<file path="src/rtl/mio_if.sv">
// CPU-side memory/IO bus between the controller and mio_bridge.
// The master drives requests and the slave returns read data and a completion pulse.
interface mio_if;
  logic        cpu_mio;
  logic        mem_read;
  logic        mem_write;
  logic [31:0] addr;
  logic [31:0] wdata;
  logic [31:0] rdata;
  logic        mio_ready;

  modport master (
    output cpu_mio, mem_read, mem_write, addr, wdata,
    input  rdata, mio_ready
  );

  modport slave (
    input  cpu_mio, mem_read, mem_write, addr, wdata,
    output rdata, mio_ready
  );
endinterface

</file>
<file path="src/rtl/mio_bridge.sv">
// Bridges single CPU bus accesses to a fixed-latency word RAM or a small IO window
// (GPIO, switches, free-running cycle counter), with a one-cycle ready pulse per access.
module mio_bridge #(
  parameter int unsigned RAM_LATENCY = 2,
  parameter logic [31:0] IO_BASE     = 32'hE000_0000
) (
  input  logic        clk,
  input  logic        reset,
  mio_if.slave        bus,
  output logic [9:0]  ram_addr,
  output logic        ram_we,
  output logic [31:0] ram_wdata,
  input  logic [31:0] ram_rdata,
  input  logic [15:0] sw_in,
  output logic [31:0] gpio_out
);

  typedef enum logic [1:0] {IDLE, RAM_WAIT, IO_ACC, DONE} state_t;

  state_t      state_q, state_d;
  logic [2:0]  wait_cnt_q, wait_cnt_d;
  logic        is_wr_q, is_wr_d;
  logic [9:0]  word_addr_q, word_addr_d;
  logic [31:0] wdata_q, wdata_d;
  logic [31:0] rdata_q, rdata_d;
  logic        ready_q, ready_d;
  logic        we_q, we_d;
  logic [31:0] gpio_q, gpio_d;
  logic [31:0] cnt_q, cnt_d;
  logic        req_s;
  logic        io_hit_s;
  logic        unused_addr_bits_s;

  // Only the word address and the decode nibble matter; the rest of addr is don't-care.
  assign unused_addr_bits_s = ^{bus.addr[27:12], bus.addr[1:0]};

  assign req_s    = bus.cpu_mio & (bus.mem_read | bus.mem_write);
  assign io_hit_s = (bus.addr[31:28] == IO_BASE[31:28]);

  // Next-state and datapath update for the access sequencer, IO registers and counter.
  always_comb begin
    state_d     = state_q;
    wait_cnt_d  = wait_cnt_q;
    is_wr_d     = is_wr_q;
    word_addr_d = word_addr_q;
    wdata_d     = wdata_q;
    rdata_d     = rdata_q;
    ready_d     = 1'b0;
    we_d        = 1'b0;
    gpio_d      = gpio_q;
    cnt_d       = cnt_q + 32'd1;
    case (state_q)
      IDLE: begin
        if (req_s) begin
          word_addr_d = bus.addr[11:2];
          wdata_d     = bus.wdata;
          is_wr_d     = bus.mem_write;
          if (io_hit_s) begin
            state_d = IO_ACC;
          end else begin
            state_d    = RAM_WAIT;
            wait_cnt_d = 3'(RAM_LATENCY - 32'd1);
            we_d       = bus.mem_write;
          end
        end else begin
          state_d = IDLE;
        end
      end
      RAM_WAIT: begin
        if (wait_cnt_q == 3'd0) begin
          state_d = DONE;
          ready_d = 1'b1;
          if (!is_wr_q) begin
            rdata_d = ram_rdata;
          end else begin
            rdata_d = rdata_q;
          end
        end else begin
          wait_cnt_d = wait_cnt_q - 3'd1;
        end
      end
      IO_ACC: begin
        state_d = DONE;
        ready_d = 1'b1;
        // word_addr_q[1:0] is the IO register offset (byte address bits 3:2).
        if (is_wr_q) begin
          case (word_addr_q[1:0])
            2'd0:    gpio_d = wdata_q;
            2'd2:    cnt_d  = wdata_q;
            default: gpio_d = gpio_q;
          endcase
        end else begin
          case (word_addr_q[1:0])
            2'd0:    rdata_d = gpio_q;
            2'd1:    rdata_d = {16'h0000, sw_in};
            2'd2:    rdata_d = cnt_q;
            default: rdata_d = 32'h0000_0000;
          endcase
        end
      end
      DONE: begin
        state_d = IDLE;
      end
      default: begin
        state_d = IDLE;
      end
    endcase
  end

  // State and output registers; reset aborts any access in flight.
  always_ff @(posedge clk or posedge reset) begin
    if (reset) begin
      state_q     <= IDLE;
      wait_cnt_q  <= 3'd0;
      is_wr_q     <= 1'b0;
      word_addr_q <= 10'd0;
      wdata_q     <= 32'h0000_0000;
      rdata_q     <= 32'h0000_0000;
      ready_q     <= 1'b0;
      we_q        <= 1'b0;
      gpio_q      <= 32'h0000_0000;
      cnt_q       <= 32'h0000_0000;
    end else begin
      state_q     <= state_d;
      wait_cnt_q  <= wait_cnt_d;
      is_wr_q     <= is_wr_d;
      word_addr_q <= word_addr_d;
      wdata_q     <= wdata_d;
      rdata_q     <= rdata_d;
      ready_q     <= ready_d;
      we_q        <= we_d;
      gpio_q      <= gpio_d;
      cnt_q       <= cnt_d;
    end
  end

  assign ram_addr      = word_addr_q;
  assign ram_we        = we_q;
  assign ram_wdata     = wdata_q;
  assign gpio_out      = gpio_q;
  assign bus.rdata     = rdata_q;
  assign bus.mio_ready = ready_q;

endmodule
</file>
<file path="src/flat_wrapper.sv">
// flat-port wrapper written by rule: the top's interface ports become plain ports
module mio_bridge_flat 
#(
  parameter int unsigned RAM_LATENCY = 2,
  parameter logic [31:0] IO_BASE     = 32'hE000_0000
)
  (clk, reset, ram_addr, ram_we, ram_wdata, ram_rdata, sw_in, gpio_out, bus_cpu_mio, bus_mem_read, bus_mem_write, bus_addr, bus_wdata, bus_rdata, bus_mio_ready);
  mio_if bus_i ();
  input  logic clk;
  input  logic reset;
  output logic [9:0] ram_addr;
  output logic ram_we;
  output logic [31:0] ram_wdata;
  input  logic [31:0] ram_rdata;
  input  logic [15:0] sw_in;
  output logic [31:0] gpio_out;
  input wire logic [$bits(bus_i.cpu_mio)-1:0] bus_cpu_mio;
  input wire logic [$bits(bus_i.mem_read)-1:0] bus_mem_read;
  input wire logic [$bits(bus_i.mem_write)-1:0] bus_mem_write;
  input wire logic [$bits(bus_i.addr)-1:0] bus_addr;
  input wire logic [$bits(bus_i.wdata)-1:0] bus_wdata;
  output wire logic [$bits(bus_i.rdata)-1:0] bus_rdata;
  output wire logic [$bits(bus_i.mio_ready)-1:0] bus_mio_ready;
  assign bus_i.cpu_mio = bus_cpu_mio;
  assign bus_i.mem_read = bus_mem_read;
  assign bus_i.mem_write = bus_mem_write;
  assign bus_i.addr = bus_addr;
  assign bus_i.wdata = bus_wdata;
  assign bus_rdata = bus_i.rdata;
  assign bus_mio_ready = bus_i.mio_ready;
  mio_bridge #(.RAM_LATENCY(RAM_LATENCY), .IO_BASE(IO_BASE)) u_core (.clk(clk), .reset(reset), .bus(bus_i), .ram_addr(ram_addr), .ram_we(ram_we), .ram_wdata(ram_wdata), .ram_rdata(ram_rdata), .sw_in(sw_in), .gpio_out(gpio_out));
endmodule
</file>
<file path="config.mk">
export PLATFORM = sky130hd
export DESIGN_NAME = mio_bridge_flat
export DESIGN_NICKNAME = d
export VERILOG_FILES = /design/src/rtl/mio_if.sv /design/src/rtl/mio_bridge.sv /design/src/flat_wrapper.sv
export SDC_FILE = /design/constraint.sdc
export NUM_CORES = 1
export LEC_CHECK = 0
export ABC_CLOCK_PERIOD_IN_PS = 4770
export CAP_MARGIN = 20
export CORE_MARGIN = 1
export CORE_UTILIZATION = 25
export DETAILED_ROUTE_END_ITERATION = 10
export GPL_ROUTABILITY_DRIVEN = 1
export PLACE_DENSITY_LB_ADDON = 0.12
export SLEW_MARGIN = 20
export SYNTH_ARGS = -nofsm -noshare
export SYNTH_HDL_FRONTEND = slang
export SYNTH_SLANG_ARGS = --single-unit
</file>
<file path="constraint.sdc">
create_clock -name clk -period 4.77 [get_ports clk]
set_input_delay 0.7155 -clock clk [delete_from_list [all_inputs] [get_ports clk]]
set_output_delay 0.7155 -clock clk [all_outputs]
set_load 0.02 [all_outputs]
</file>
==> results of run 1 <==
==> through the flow <==
stage / cells / utilization [%] / setup slack [ns] / power [W] / hold WS, ns
floorplan: 618 / - / 0.132 / 0.00437 / 0.488
global placement: 1135 / 34.3 / 1.17 / 0.00590 / 0.468
detailed placement: 1135 / 34.3 / 1.07 / 0.00597 / 0.472
CTS: 1167 / 36.6 / 1.06 / 0.00743 / 0.486
global route: 1168 / 36.7 / 0.800 / 0.00781 / 0.521
finish: 1168 / 36.7 / 1.16 / 0.00733 / 0.478
==> kinds of logic after synthesis <==
family                     count (synthesis)
xor gates and xnor gates                  28
adders and majority gates                  6
buffers and inverters                     46
muxes                                    109
AOI/OAI and AO/OA                        108
and+or+nand+nor                          175
DFF                                      146
==> worst max-delay path by stage <==
stage / startpoint / to / slack [ns] / cells past startpoint
3_5_place_dp: u_core.state_q[0]$_DFFE_PP0P_ / u_core.gpio_out[8]$_DFFE_PP0P_ / 1.07 / 8
3_3_place_gp: u_core.state_q[0]$_DFFE_PP0P_ / u_core.cnt_q[1]$_DFF_PP0_ / 1.17 / 8
4_1_cts: u_core.state_q[0]$_DFFE_PP0P_ / u_core.gpio_out[30]$_DFFE_PP0P_ / 1.06 / 8
6_report: u_core.state_q[0]$_DFFE_PP0P_ / u_core.cnt_q[1]$_DFF_PP0_ / 1.16 / 8
5_1_grt: u_core.state_q[0]$_DFFE_PP0P_ / u_core.cnt_q[1]$_DFF_PP0_ / 0.80 / 8
2_1_floorplan: reset / u_core.bus.mio_ready$_DFF_PP0_ / 0.13 / 1
==> state kept, by name (all words and copies together) (netlist names) <==
signal and count:
u_core.bus.rdata 32, u_core.cnt_q 32, u_core.gpio_out 32, u_core.ram_wdata 32, u_core.ram_addr 10, u_core.wait_cnt_q 3, u_core.state_q 2, u_core.bus.mio_ready 1
u_core.is_wr_q 1, u_core.ram_we 1
==> Yosys cell counts (3+ instances only) <==
cell type / number
sky130_fd_sc_hd__a21oi_1: 31
sky130_fd_sc_hd__a221oi_1: 16
sky130_fd_sc_hd__a31oi_1: 3
sky130_fd_sc_hd__and3_1: 5
sky130_fd_sc_hd__and4_1: 3
sky130_fd_sc_hd__buf_2: 17
sky130_fd_sc_hd__clkbuf_1: 17
sky130_fd_sc_hd__dfrtp_1: 146
sky130_fd_sc_hd__ha_1: 6
sky130_fd_sc_hd__inv_1: 8
sky130_fd_sc_hd__mux2_2: 92
sky130_fd_sc_hd__mux2i_1: 17
sky130_fd_sc_hd__nand2_1: 51
sky130_fd_sc_hd__nand3_1: 14
sky130_fd_sc_hd__nand4_1: 12
sky130_fd_sc_hd__nor2_1: 71
sky130_fd_sc_hd__nor3_1: 3
sky130_fd_sc_hd__o211ai_1: 17
sky130_fd_sc_hd__o21ai_0: 31
sky130_fd_sc_hd__o21ai_1: 3
sky130_fd_sc_hd__xnor2_1: 6
sky130_fd_sc_hd__xor2_1: 22
==> where the power goes <==
part           internal [W]  leakage (nW)  switching, W
sequential          0.00187          1.74      0.000611
clock              0.000830         0.284      0.000581
combinational       0.00168          1.95       0.00176
total               0.00437          3.98       0.00296
==> routing by layer <==
| metal | vias to the layer above | global-route usage, % | part of all wire (%) |
|---|---|---|---|
| met4 | 0 | 5.38 | 2.0 |
| met3 | 27 | 3.55 | 5.3 |
| li1 | 2584 | - | - |
| met5 | - | 0 | 0 |
| met1 | 2707 | 19.3 | 43 |
| met2 | 148 | 26.7 | 50 |
==> area by class of cell <==
class                   instances  area (µm²)  area share (%)
flip-flops and latches        146        3650            37.0
multi-input cells             426        3020            30.5
repair buffers                214        2140            21.7
clock buffers                  18         429            4.34
well taps                     341         427            4.31
clock inverters                14         178            1.80
inverters                       9        38.8           0.392
==> critical path, stage by stage, from the launching register on <==
cell and delay (ns):
sky130_fd_sc_hd__dfrtp_1 0.40, sky130_fd_sc_hd__inv_1 0.09, sky130_fd_sc_hd__ha_1 0.14, sky130_fd_sc_hd__buf_4 0.31
sky130_fd_sc_hd__inv_2 0.25, sky130_fd_sc_hd__nor2_2 0.77, sky130_fd_sc_hd__nand3_2 0.69, sky130_fd_sc_hd__buf_4 0.49
sky130_fd_sc_hd__mux2_2 0.32
==> metrics.md, run 1 <==
| Metric | Value |
|---|---|
| Hold path depth | 2 |
| Minimum clock period | 3.61 ns |
| Vias in the first global route | 5,770 |
| Critical Path End Type | flip-flop |
| Die H | 168 µm |
| Ports | 225 |
| Critical path launch point type | flip-flop |
| Run status | complete, no violations |
| Detail-routed via count per cell | 4.68 |
| Placeable core region | 27,000 µm² |
| Via count | 5,466 |
| Clock root cell | sky130_fd_sc_hd__clkbuf_16 |
| Dominant combinational cell family by area after synthesis | multiplexers |
| Grt total ovfl | 0 |
| Total Routing Usage GR | 15.6% |
| Number of nets in the layout | 937 |
| Share of the synthesized netlist area taken by xor and xnor gates | 3.58% |
| Worst-case vdd ir drop | 0.299 mV |
| # diodes | 0 |
| Post-Place Cell Area | 9250 µm² |
| Slew HR | 28.7% |
| Number of H-tree levels | 4 |
| Post-route cell area | 9890 µm² |
| Fraction of layout cells with a size suffix above 1 | 17.5% |
| Clock-pin slew of the registers on the worst-case setup and hold paths | 0.06 ns |
| Mapped cell area | 6850 µm² |
| Final Hold Vio Count | 0 |
| HPWL Detailed | 14,900 µm |
| Leading post-synthesis cells by cell area | sky130_fd_sc_hd__dfrtp_1 53%, sky130_fd_sc_hd__mux2_2 15%, sky130_fd_sc_hd__nor2_1 3.9%, sky130_fd_sc_hd__xor2_1 2.8%, sky130_fd_sc_hd__nand2_1 2.8% |
| PortBufs | 206 |
| Complex-gate fraction of the synthesized area | 9.75% |
| Number of buffers on the longest clock path | 2 |
| Final Slew Violations | 0 |
| Number of cells upsized or downsized after cts | 0 |
| Endpoint of the lowest-slack register-to-register path | u_core.cnt_q[1]$_DFF_PP0_ |
| Mean post-synth cell area | 11.1 µm² |
| Clock latency at the later pin of the worst-skew pair | 0.43 ns |
| Slew at the pin with the worst max-slew slack | 1.06 ns |
| Number of placement rows | 60 |
| Overall die area | 28,100 µm² |
| Proportion of netlist area held by the largest area contributor | 53.3% |
| Crit path arrival time | 3.92 ns |
| Post-CTS setup-driven buffer insertion count | 0 |
| Top achievable clock speed | 277 MHz |
| Worst-case hold path end point | u_core.bus.rdata[8]$_DFFE_PP0P_ |
| Ratio of total power to cell area | 741 nW/µm² |
| Average wire per cell in the routed design | 18.1 µm |
| Drt first pass iters | 4 |
| Clock tree from TritonCTS | built |
| Crit Path Category | flip-flop to flip-flop |
| Adder-cell share of the synthesized area | 1.10% |
| Number of setup violations in the final report | 0 |
| Data required time of the worst path | 5.08 ns |
| Critical path fanouts, max | 35 |
| EDFF count, synth | 0 |
| Clock sink total | 146 |
| Remaining antenna violation count | 0 |
| Final Cycle Share | 75.8% |
| Synth warnings | 0 |
| Async S/R FF share, synth | 100% |
| Number of instances in the synthesized netlist | 618 |
| Clock skew after layout | 0.00956 ns |
| Global-route wire length before repair | 33,400 µm |
| Cell accounting for the most synthesized area | sky130_fd_sc_hd__dfrtp_1 |
| Pin count of the biggest net entering global routing | 103 |
| Count of hold-fix buffers inserted at cts | 0 |
| Mux contribution to synthesized area | 17.6% |
| Final estimated routing congestion in global placement | 0.833 |
| Most used flip-flop cell after synthesis | sky130_fd_sc_hd__dfrtp_1 |
| Count of state elements after synthesis | 146 |
| Fill cell count | 2,640 |
| Die Wd | 168 µm |
| Synth Net Count | 741 |
| Type of the most critical hold path | flip-flop to flip-flop |
| Remaining DRCs | 0 |
| Most frequent cells in the layout | 206 x sky130_fd_sc_hd__clkdlybuf4s50_1, 145 x sky130_fd_sc_hd__dfrtp_1, 92 x sky130_fd_sc_hd__mux2_2, 70 x sky130_fd_sc_hd__nor2_1, 51 x sky130_fd_sc_hd__nand2_1 |
| Reported max-cap violation count | 0 |
| RSZ-0062 raised after global routing | false |
| Worst min-delay path startpoint | u_core.bus.rdata[8]$_DFFE_PP0P_ |
| Internal reg-to-reg setup slack | 1.16 ns |
| Number of clock buffers inserted by TritonCTS | 17 |
| Initial Utilization | 25.4% |
| Area growth from synthesis to final layout | 44.3% |
| Setup_tns | 0 ns |
| Initial DRC Count | 232 |
| Most frequent standard cell in the layout excluding fill and tap cells | sky130_fd_sc_hd__clkdlybuf4s50_1 |
| Count of cells along the worst register-to-register path | 8 |
| Leakage power | 3.98 nW |
| Library cells used by synthesis | 41 |
| Final wirelength | 21,200 µm |
| Initial antenna violation count | 0 |
| Worst flop-to-flop path startpoint | u_core.state_q[0]$_DFFE_PP0P_ |
| Sequential cell area fraction in the yosys report | 53.3% |
| Synth Area in Simple Gates | 11.7% |
No activity file was read; power rests on OpenSTA's default activity.
==> inputs of run 2 (changes only) <==
ABC_CLOCK_PERIOD_IN_PS = 3010   (was 4770)
clock period = 3.01 ns   (was 4.77 ns; I/O delays follow)
==> run 2 against run 1 <==
  * Hold slack gained 0.0064 ns
  * Sequential power is 60% higher
  * Fmax rose by 50%
  * Highest routed layer unchanged
  * Largest power group unchanged
  * Via count decreased by 0.11%
  * Critical path depth grew 1
  * Clock power increased by 47%
  * Largest cell class unchanged
  * Final area increased by 0.51%
==> metrics.md, run 2 (synthesis gave the netlist of run 1 again) <==
| Metric | Value |
|---|---|
| Clock latency at the later pin of the worst-skew pair | 0.44 ns (was 0.43 ns) |
| Remaining antenna violation count | 0 (unchanged) |
| CP top delay family | buffers and inverters (was simple AND/OR/NAND/NOR gates) |
| Number of buffers on the longest clock path | 2 (unchanged) |
| Worst min-delay path startpoint | u_core.bus.rdata[8]$_DFFE_PP0P_ (unchanged) |
| Worst-case vdd ir drop | 0.399 mV (was 0.299 mV) |
| Final estimated routing congestion in global placement | 0.801 (was 0.833) |
| Number of setup violations in the final report | 0 (unchanged) |
| Clock root cell | sky130_fd_sc_hd__clkbuf_16 (unchanged) |
| Final Cycle Share | 79.8% (was 75.8%) |
| Fraction of power consumed by sequential logic | 34.6% (was 33.8%) |
| Slew at the pin with the worst max-slew slack | 0.583 ns (was 1.06 ns) |
| Clock tree from TritonCTS | built (unchanged) |
| Number of nets in the layout | 946 (was 937) |
| Drt first pass iters | 4 (unchanged) |
| Clk network pwr share | 18.0% (was 19.3%) |
| Area growth from synthesis to final layout | 45.1% (was 44.3%) |
| Worst flop-to-flop path startpoint | u_core.state_q[0]$_DFFE_PP0P_ (unchanged) |
| Top achievable clock speed | 416 MHz (was 277 MHz) |
| Minimum clock period | 2.40 ns (was 3.61 ns) |
| Initial antenna violation count | 0 (unchanged) |
| Remaining DRCs | 0 (unchanged) |
| Switching power total | 0.00473 W (was 0.00296 W) |
| Hold path depth | 2 (unchanged) |
| Setup_tns | 0 ns (unchanged) |
| Initial Utilization | 25.4% (unchanged) |
| HPWL Detailed | 15,000 µm (was 14,900 µm) |
| Post-Place Cell Area | 9370 µm² (was 9250 µm²) |
| Reported max-cap violation count | 0 (unchanged) |
| Library cell contributing the largest single delay on the critical path | sky130_fd_sc_hd__dfrtp_1 (was sky130_fd_sc_hd__nor2_2) |
| Number of clock buffers inserted by TritonCTS | 17 (unchanged) |
| CP cell instances | inv_1, ha_1, inv_2, nor2_2, buf_4, nand2_1, nor2_4, buf_4, mux2_2 (was inv_1, ha_1, buf_4, inv_2, nor2_2, nand3_2, buf_4, mux2_2) |
| Leakage power | 4.02 nW (was 3.98 nW) |
| Switching share of power | 41.2% (was 40.3%) |
| Maximum single-stage delay on the critical path | 0.41 ns (was 0.77 ns) |
| Die Wd | 168 µm (unchanged) |
| Most frequent standard cell in the layout excluding fill and tap cells | sky130_fd_sc_hd__clkdlybuf4s50_1 (unchanged) |
| Internal reg-to-reg setup slack | 0.61 ns (was 1.16 ns) |
| Crit Path Category | flip-flop to flip-flop (unchanged) |
| Endpoint of the lowest-slack register-to-register path | u_core.gpio_out[19]$_DFFE_PP0P_ (was u_core.cnt_q[1]$_DFF_PP0_) |
| Fill cell count | 2,692 (was 2,640) |
| Area of combinational cells with multiple inputs | 3010 µm² (was 3020 µm²) |
| Critical Path End Type | flip-flop (unchanged) |
| Clock sink total | 146 (unchanged) |
| Critical path fanouts, max | 32 (was 35) |
| Average wire per cell in the routed design | 17.7 µm (was 18.1 µm) |
| Worst path most repeated cell | sky130_fd_sc_hd__buf_4 (unchanged) |
| Total Routing Usage GR | 15.4% (was 15.6%) |
| Clock-pin slew of the registers on the worst-case setup and hold paths | 0.07 ns (was 0.06 ns) |
| Worst-case hold path end point | u_core.bus.rdata[8]$_DFFE_PP0P_ (unchanged) |
| Grt total ovfl | 0 (unchanged) |
| Number of H-tree levels | 4 (unchanged) |
| Count of hold-fix buffers inserted at cts | 0 (unchanged) |
| Detail-routed via count per cell | 4.64 (was 4.68) |
| Total internal power | 0.00675 W (was 0.00437 W) |
| Placeable core region | 27,000 µm² (unchanged) |
| Final Slew Violations | 0 (unchanged) |
| Initial DRC Count | 205 (was 232) |
| Count of cells along the worst register-to-register path | 9 (was 8) |
| Post-route cell area | 9940 µm² (was 9890 µm²) |
| Run status | complete, no violations (unchanged) |
| Slew HR | 60.8% (was 28.7%) |
| Data required time of the worst path | 3.31 ns (was 5.08 ns) |
| Overall die area | 28,100 µm² (unchanged) |
| Total buffers and inverters traversed by the critical path | 4 (unchanged) |
| Crit path arrival time | 2.71 ns (was 3.92 ns) |
| Ratio of total power to cell area | 1160 nW/µm² (was 741 nW/µm²) |
| Post-CTS setup-driven buffer insertion count | 0 (unchanged) |
| Final Hold Vio Count | 0 (unchanged) |
| Fraction of layout cells with a size suffix above 1 | 18.3% (was 17.5%) |
| Sequential cell area | 3650 µm² (unchanged) |
| Clock skew after layout | 0.0221 ns (was 0.00956 ns) |
| PortBufs | 206 (unchanged) |
| Final wirelength | 20,800 µm (was 21,200 µm) |
| Via count | 5,460 (was 5,466) |
| Global-route wire length before repair | 33,200 µm (was 33,400 µm) |
| Most frequent cells in the layout | 206 x sky130_fd_sc_hd__clkdlybuf4s50_1, 145 x sky130_fd_sc_hd__dfrtp_1, 92 x sky130_fd_sc_hd__mux2_2, 71 x sky130_fd_sc_hd__nor2_1, 51 x sky130_fd_sc_hd__nand2_1 (was 206 x sky130_fd_sc_hd__clkdlybuf4s50_1, 145 x sky130_fd_sc_hd__dfrtp_1, 92 x sky130_fd_sc_hd__mux2_2, 70 x sky130_fd_sc_hd__nor2_1, 51 x sky130_fd_sc_hd__nand2_1) |
| RSZ-0062 raised after global routing | false (unchanged) |
| Number of cells upsized or downsized after cts | 0 (unchanged) |
| # diodes | 0 (unchanged) |
| Pin count of the biggest net entering global routing | 74 (was 103) |
| Type of the most critical hold path | flip-flop to flip-flop (unchanged) |
| Proportion of power drawn by combinational gates | 47.4% (was 47.0%) |
| Die H | 168 µm (unchanged) |
| Number of placement rows | 60 (unchanged) |
| Critical path launch point type | flip-flop (unchanged) |
| Ports | 225 (unchanged) |
| Vias in the first global route | 5,707 (was 5,770) |
[run 2: cell count changes in the layout (fill, tap and decap cells not counted), sizes merged]
cell      delta
buf          +9
bufinv       -3
clkbuf       -1
clkinvlp     -1
inv          +5
[run 2: worst max path at each step]
stage                                        from                         endpoint  slack (ns)  depth (start not counted)
floorplan                                   reset   u_core.bus.mio_ready$_DFF_PP0_        0.73                          1
global placement    u_core.state_q[0]$_DFFE_PP0P_   u_core.gpio_out[6]$_DFFE_PP0P_        0.60                          9
detailed placement  u_core.state_q[0]$_DFFE_PP0P_  u_core.gpio_out[26]$_DFFE_PP0P_        0.58                          9
CTS                 u_core.state_q[0]$_DFFE_PP0P_  u_core.gpio_out[14]$_DFFE_PP0P_        0.57                          9
global route        u_core.state_q[0]$_DFFE_PP0P_  u_core.gpio_out[19]$_DFFE_PP0P_        0.37                          9
finish              u_core.state_q[0]$_DFFE_PP0P_  u_core.gpio_out[19]$_DFFE_PP0P_        0.61                          9
[run 2: routing by layer]
| metal | vias up | GRT usage, % | share of wire, % |
|---|---|---|---|
| met2 | 141 | 25.7 | 50 |
| met5 | - | 0 | 0 |
| met1 | 2700 | 19.8 | 45 |
| li1 | 2607 | - | - |
| met4 | 0 | 4.51 | 1.1 |
| met3 | 12 | 3.59 | 4.0 |
[run 2: area by class of cell]
cell class | instances | area share, %
Inverter | 9 | 0.378
Clock buffer | 17 | 4.28
Tap cell | 341 | 4.29
Timing Repair Buffer | 223 | 22.5
Clock inverter | 15 | 1.41
Sequential cell | 146 | 36.8
Multi-Input combinational cell | 426 | 30.3
[run 2: power groups by stage]
stage | logic (W) | clock network (W) | registers (W)
after global placement | 0.00544 | 0 | 0.00396
after detailed placement | 0.00549 | 0 | 0.00402
after floorplan | 0.00240 | 0 | 0.00453
after global routing | 0.00590 | 0.00222 | 0.00415
after CTS | 0.00552 | 0.00214 | 0.00400
final | 0.00544 | 0.00207 | 0.00398
[run 2: worst reg2reg max path, stage by stage, from the launching register on]
cell	delay [ns]
sky130_fd_sc_hd__dfrtp_1	0.41
sky130_fd_sc_hd__inv_1	0.09
sky130_fd_sc_hd__ha_1	0.19
sky130_fd_sc_hd__inv_2	0.17
sky130_fd_sc_hd__nor2_2	0.12
sky130_fd_sc_hd__buf_4	0.26
sky130_fd_sc_hd__nand2_1	0.14
sky130_fd_sc_hd__nor2_4	0.08
sky130_fd_sc_hd__buf_4	0.41
sky130_fd_sc_hd__mux2_2	0.43
[run 2: through the flow]
stage               util (%)  total power (W)  hold slack (ns)  instances  setup slack, ns
global placement        34.8          0.00939            0.467       1145            0.596
floorplan                  -          0.00692            0.488        618            0.725
CTS                     36.9           0.0117            0.491       1177            0.568
finish                  36.9           0.0115            0.485       1177            0.608
global route            36.9           0.0123            0.511       1177            0.371
detailed placement      34.8          0.00951            0.476       1145            0.577
==> inputs of run 3 (changes only) <==
ABC_CLOCK_PERIOD_IN_PS = 1900   (was 3010)
clock period = 1.9 ns   (was 3.01 ns; I/O delays follow)
==> run 3 against run 2 <==
  * Power is 63% higher
  * Sequential power is 54% higher
  * Sequential share of layout area is 1.1 points lower
  * Cell count is 2.5% higher
  * Critical path depth is 8 lower
  * Utilization is 1.2 points higher
  * Sequential cell count stayed put
  * Non-clock buffer count is 29 higher
  * Critical endpoint is now ram_wdata[11]
==> metrics.md, run 3 (synthesis gave the netlist of run 1 again) <==
| Metric | Value |
|---|---|
| Slew at the pin with the worst max-slew slack | 0.365 ns (was 0.583 ns) |
| Final Cycle Share | 94.1% |
| Number of placed instances, taps included | 1,170 (was 1,145) |
| Slew HR | 75.7% (was 60.8%) |
| Number of setup violations in the final report | 0 (unchanged) |
| Minimum clock period | 1.79 ns |
| Ratio of total power to cell area | 1820 nW/µm² (was 1160 nW/µm²) |
| Final Hold Vio Count | 0 (unchanged) |
| Number of buffers on the longest clock path | 2 (unchanged) |
| Count of hold-fix buffers inserted at cts | 0 (unchanged) |
| CP top delay family | buffers and inverters (unchanged) |
| # diodes | 0 (unchanged) |
| Area of combinational cells with multiple inputs | 3050 µm² (was 3010 µm²) |
| Type of the most critical hold path | input port to async pin (was flip-flop to flip-flop) |
| Top achievable clock speed | 559 MHz |
| Global-route wire length before repair | 33,800 µm (was 33,200 µm) |
| Clock latency at the later pin of the worst-skew pair | 0.42 ns (was 0.44 ns) |
| Reported max-cap violation count | 0 (unchanged) |
| CP cell instances | clkdlybuf4s50_1 (was inv_1, ha_1, inv_2, nor2_2, buf_4, nand2_1, nor2_4, buf_4, mux2_2) |
| Detail-routed via count per cell | 4.63 (was 4.64) |
| Clock tree from TritonCTS | built (unchanged) |
| Fill cell count | 2,655 (was 2,692) |
| Overall die area | 28,100 µm² (unchanged) |
| Cell Count, Final, Fillers Out | 1,206 (was 1,177) |
| Post-route cell area | 10,300 µm² (was 9940 µm²) |
| Fraction of layout cells with a size suffix above 1 | 21.5% (was 18.3%) |
| Number of placement rows | 60 (unchanged) |
| Clock-pin slew of the registers on the worst-case setup and hold paths | 0.07 ns (about the same) |
| Number of nets in the layout | 975 (was 946) |
| Total buffers and inverters traversed by the critical path | 1 (was 4) |
| Via count | 5,585 (was 5,460) |
| Critical path launch point type | flip-flop (unchanged) |
| RSZ-0062 raised after global routing | false (unchanged) |
| Most frequent cells in the layout | 204 x sky130_fd_sc_hd__clkdlybuf4s50_1, 143 x sky130_fd_sc_hd__dfrtp_1, 92 x sky130_fd_sc_hd__mux2_2, 71 x sky130_fd_sc_hd__nor2_1, 51 x sky130_fd_sc_hd__nand2_1 (was 206 x sky130_fd_sc_hd__clkdlybuf4s50_1, 145 x sky130_fd_sc_hd__dfrtp_1, 92 x sky130_fd_sc_hd__mux2_2, 71 x sky130_fd_sc_hd__nor2_1, 51 x sky130_fd_sc_hd__nand2_1) |
| Remaining DRCs | 0 (unchanged) |
| Remaining antenna violation count | 0 (unchanged) |
| PortBufs | 206 (unchanged) |
| Number of clock buffers inserted by TritonCTS | 17 (unchanged) |
| Initial Utilization | 25.4% (unchanged) |
| Switching share of power | 40.3% (was 41.2%) |
| Crit path arrival time | 1.50 ns (was 2.71 ns) |
| Total internal power | 0.0112 W (was 0.00675 W) |
| Worst-case vdd ir drop | 0.653 mV (was 0.399 mV) |
| Clock skew after layout | 0.00892 ns (was 0.0221 ns) |
| Area growth from synthesis to final layout | 49.7% (was 45.1%) |
| Switching power total | 0.00754 W (was 0.00473 W) |
| Proportion of power drawn by combinational gates | 49.5% (was 47.4%) |
| Maximum single-stage delay on the critical path | 0.64 ns (was 0.41 ns) |
| Clk network pwr share | 17.8% (was 18.0%) |
| Sequential cell area | 3660 µm² (was 3650 µm²) |
| Total Routing Usage GR | 15.5% (was 15.4%) |
| Data required time of the worst path | 1.62 ns (was 3.31 ns) |
| Post-Place Cell Area | 9620 µm² (was 9370 µm²) |
| Crit Path Category | flip-flop to output pin (was flip-flop to flip-flop) |
| Die H | 168 µm (unchanged) |
| Final Slew Violations | 0 (unchanged) |
| HPWL Detailed | 15,900 µm (was 15,000 µm) |
| Run status | complete, no violations (unchanged) |
| Initial antenna violation count | 0 (unchanged) |
| Total power draw | 0.0187 W (was 0.0115 W) |
| Drt first pass iters | 6 (was 4) |
| Leakage power | 4.19 nW (was 4.02 nW) |
| Vias in the first global route | 5,844 (was 5,707) |
| Critical Path End Type | output pin (was flip-flop) |
| Initial DRC Count | 263 (was 205) |
| Average wire per cell in the routed design | 17.5 µm (was 17.7 µm) |
| Pin count of the biggest net entering global routing | 64 (was 74) |
| Final estimated routing congestion in global placement | 0.794 (was 0.801) |
| Critical path fanouts, max | 4 (was 32) |
| Most frequent standard cell in the layout excluding fill and tap cells | sky130_fd_sc_hd__clkdlybuf4s50_1 (unchanged) |
| Final wirelength | 21,100 µm (was 20,800 µm) |
| Library cell contributing the largest single delay on the critical path | sky130_fd_sc_hd__clkdlybuf4s50_1 (was sky130_fd_sc_hd__dfrtp_1) |
| Grt total ovfl | 0 (unchanged) |
| Fraction of power consumed by sequential logic | 32.8% (was 34.6%) |
| Clock root cell | sky130_fd_sc_hd__clkbuf_16 (unchanged) |
| Placeable core region | 27,000 µm² (unchanged) |
| Clock sink total | 146 (unchanged) |
| Die Wd | 168 µm (unchanged) |
| Number of H-tree levels | 4 (unchanged) |
| Ports | 225 (unchanged) |
-- run 3: cell types whose count changed in the layout (fill, tap and decap cells not counted), moves of 2 or more --
cell / change
sky130_fd_sc_hd__inv_6: -2
sky130_fd_sc_hd__dfrtp_2: +2
sky130_fd_sc_hd__clkdlybuf4s50_1: -2
sky130_fd_sc_hd__dfrtp_1: -2
sky130_fd_sc_hd__buf_4: +24
sky130_fd_sc_hd__clkinvlp_4: +2
sky130_fd_sc_hd__buf_12: +4
-- run 3: cell type report --
| type | instances | share of cell area (%) |
|---|---|---|
| multi-input combinational | 426 | 29.7 |
| clock buffer | 18 | 4.19 |
| clock inverter | 14 | 1.40 |
| sequential | 146 | 35.7 |
| timing repair buffer | 252 | 24.5 |
| tap | 341 | 4.16 |
| inverter | 9 | 0.366 |
-- run 3: path summary, 6_finish.rpt --
kind / start / depth (start not counted) / slack (ns) / endpoint
setup / recovery: u_core.ram_wdata[11]$_DFFE_PP0P_ / 1 / 0.11 / ram_wdata[11]
hold / removal: reset / 2 / 0.16 / u_core.bus.rdata[20]$_DFFE_PP0P_
setup reg to reg: u_core.state_q[0]$_DFFE_PP0P_ / 8 / 0.12 / u_core.gpio_out[25]$_DFFE_PP0P_
hold reg to reg: u_core.bus.rdata[10]$_DFFE_PP0P_ / 2 / 0.48 / u_core.bus.rdata[10]$_DFFE_PP0P_
max in group asynchronous: reset / 3 / 1.11 / u_core.bus.rdata[27]$_DFFE_PP0P_
min in group clk: bus_wdata[20] / 2 / 0.47 / u_core.ram_wdata[20]$_DFFE_PP0P_
-- run 3: timing repair --
action / CTS / global route
endpoints found under the setup margin: 4 / 66
gates resized for setup: 3 / 7
buffers inserted: 0 / 4
pin swaps: 0 / 1
hold endpoints to repair: 0 / 0
-- run 3: metrics by stage --
step                hold WS [ns]  setup TNS, ns  util (%)  setup slack (ns)
floorplan                  0.436         -31.83         -            -0.218
global placement           0.469              0      35.7            0.0545
detailed placement         0.471              0      35.7           0.00616
CTS                        0.148              0      37.8            0.0100
global route               0.168              0      38.0           0.00129
finish                     0.165              0      38.0             0.113
-- run 3: layer usage --
| layer | wire length, µm | vias up | global-route usage [%] |
|---|---|---|---|
| met1 | 9540 | 2751 | 20.2 |
| met2 | 10300 | 130 | 25.4 |
| met4 | 377 | 0 | 4.95 |
| met5 | 0 | - | 0 |
| met3 | 919 | 20 | 3.59 |
| li1 | - | 2684 | - |
-- run 3: power by group through the flow --
stage	Sequential [W]	Combinational (W)	Clock [W]
after floorplan	0.00717	0.00381	0
after global placement	0.00613	0.00920	0
after detailed placement	0.00622	0.00926	0
after CTS	0.00618	0.00930	0.00344
after global routing	0.00640	0.0100	0.00358
final	0.00613	0.00925	0.00332
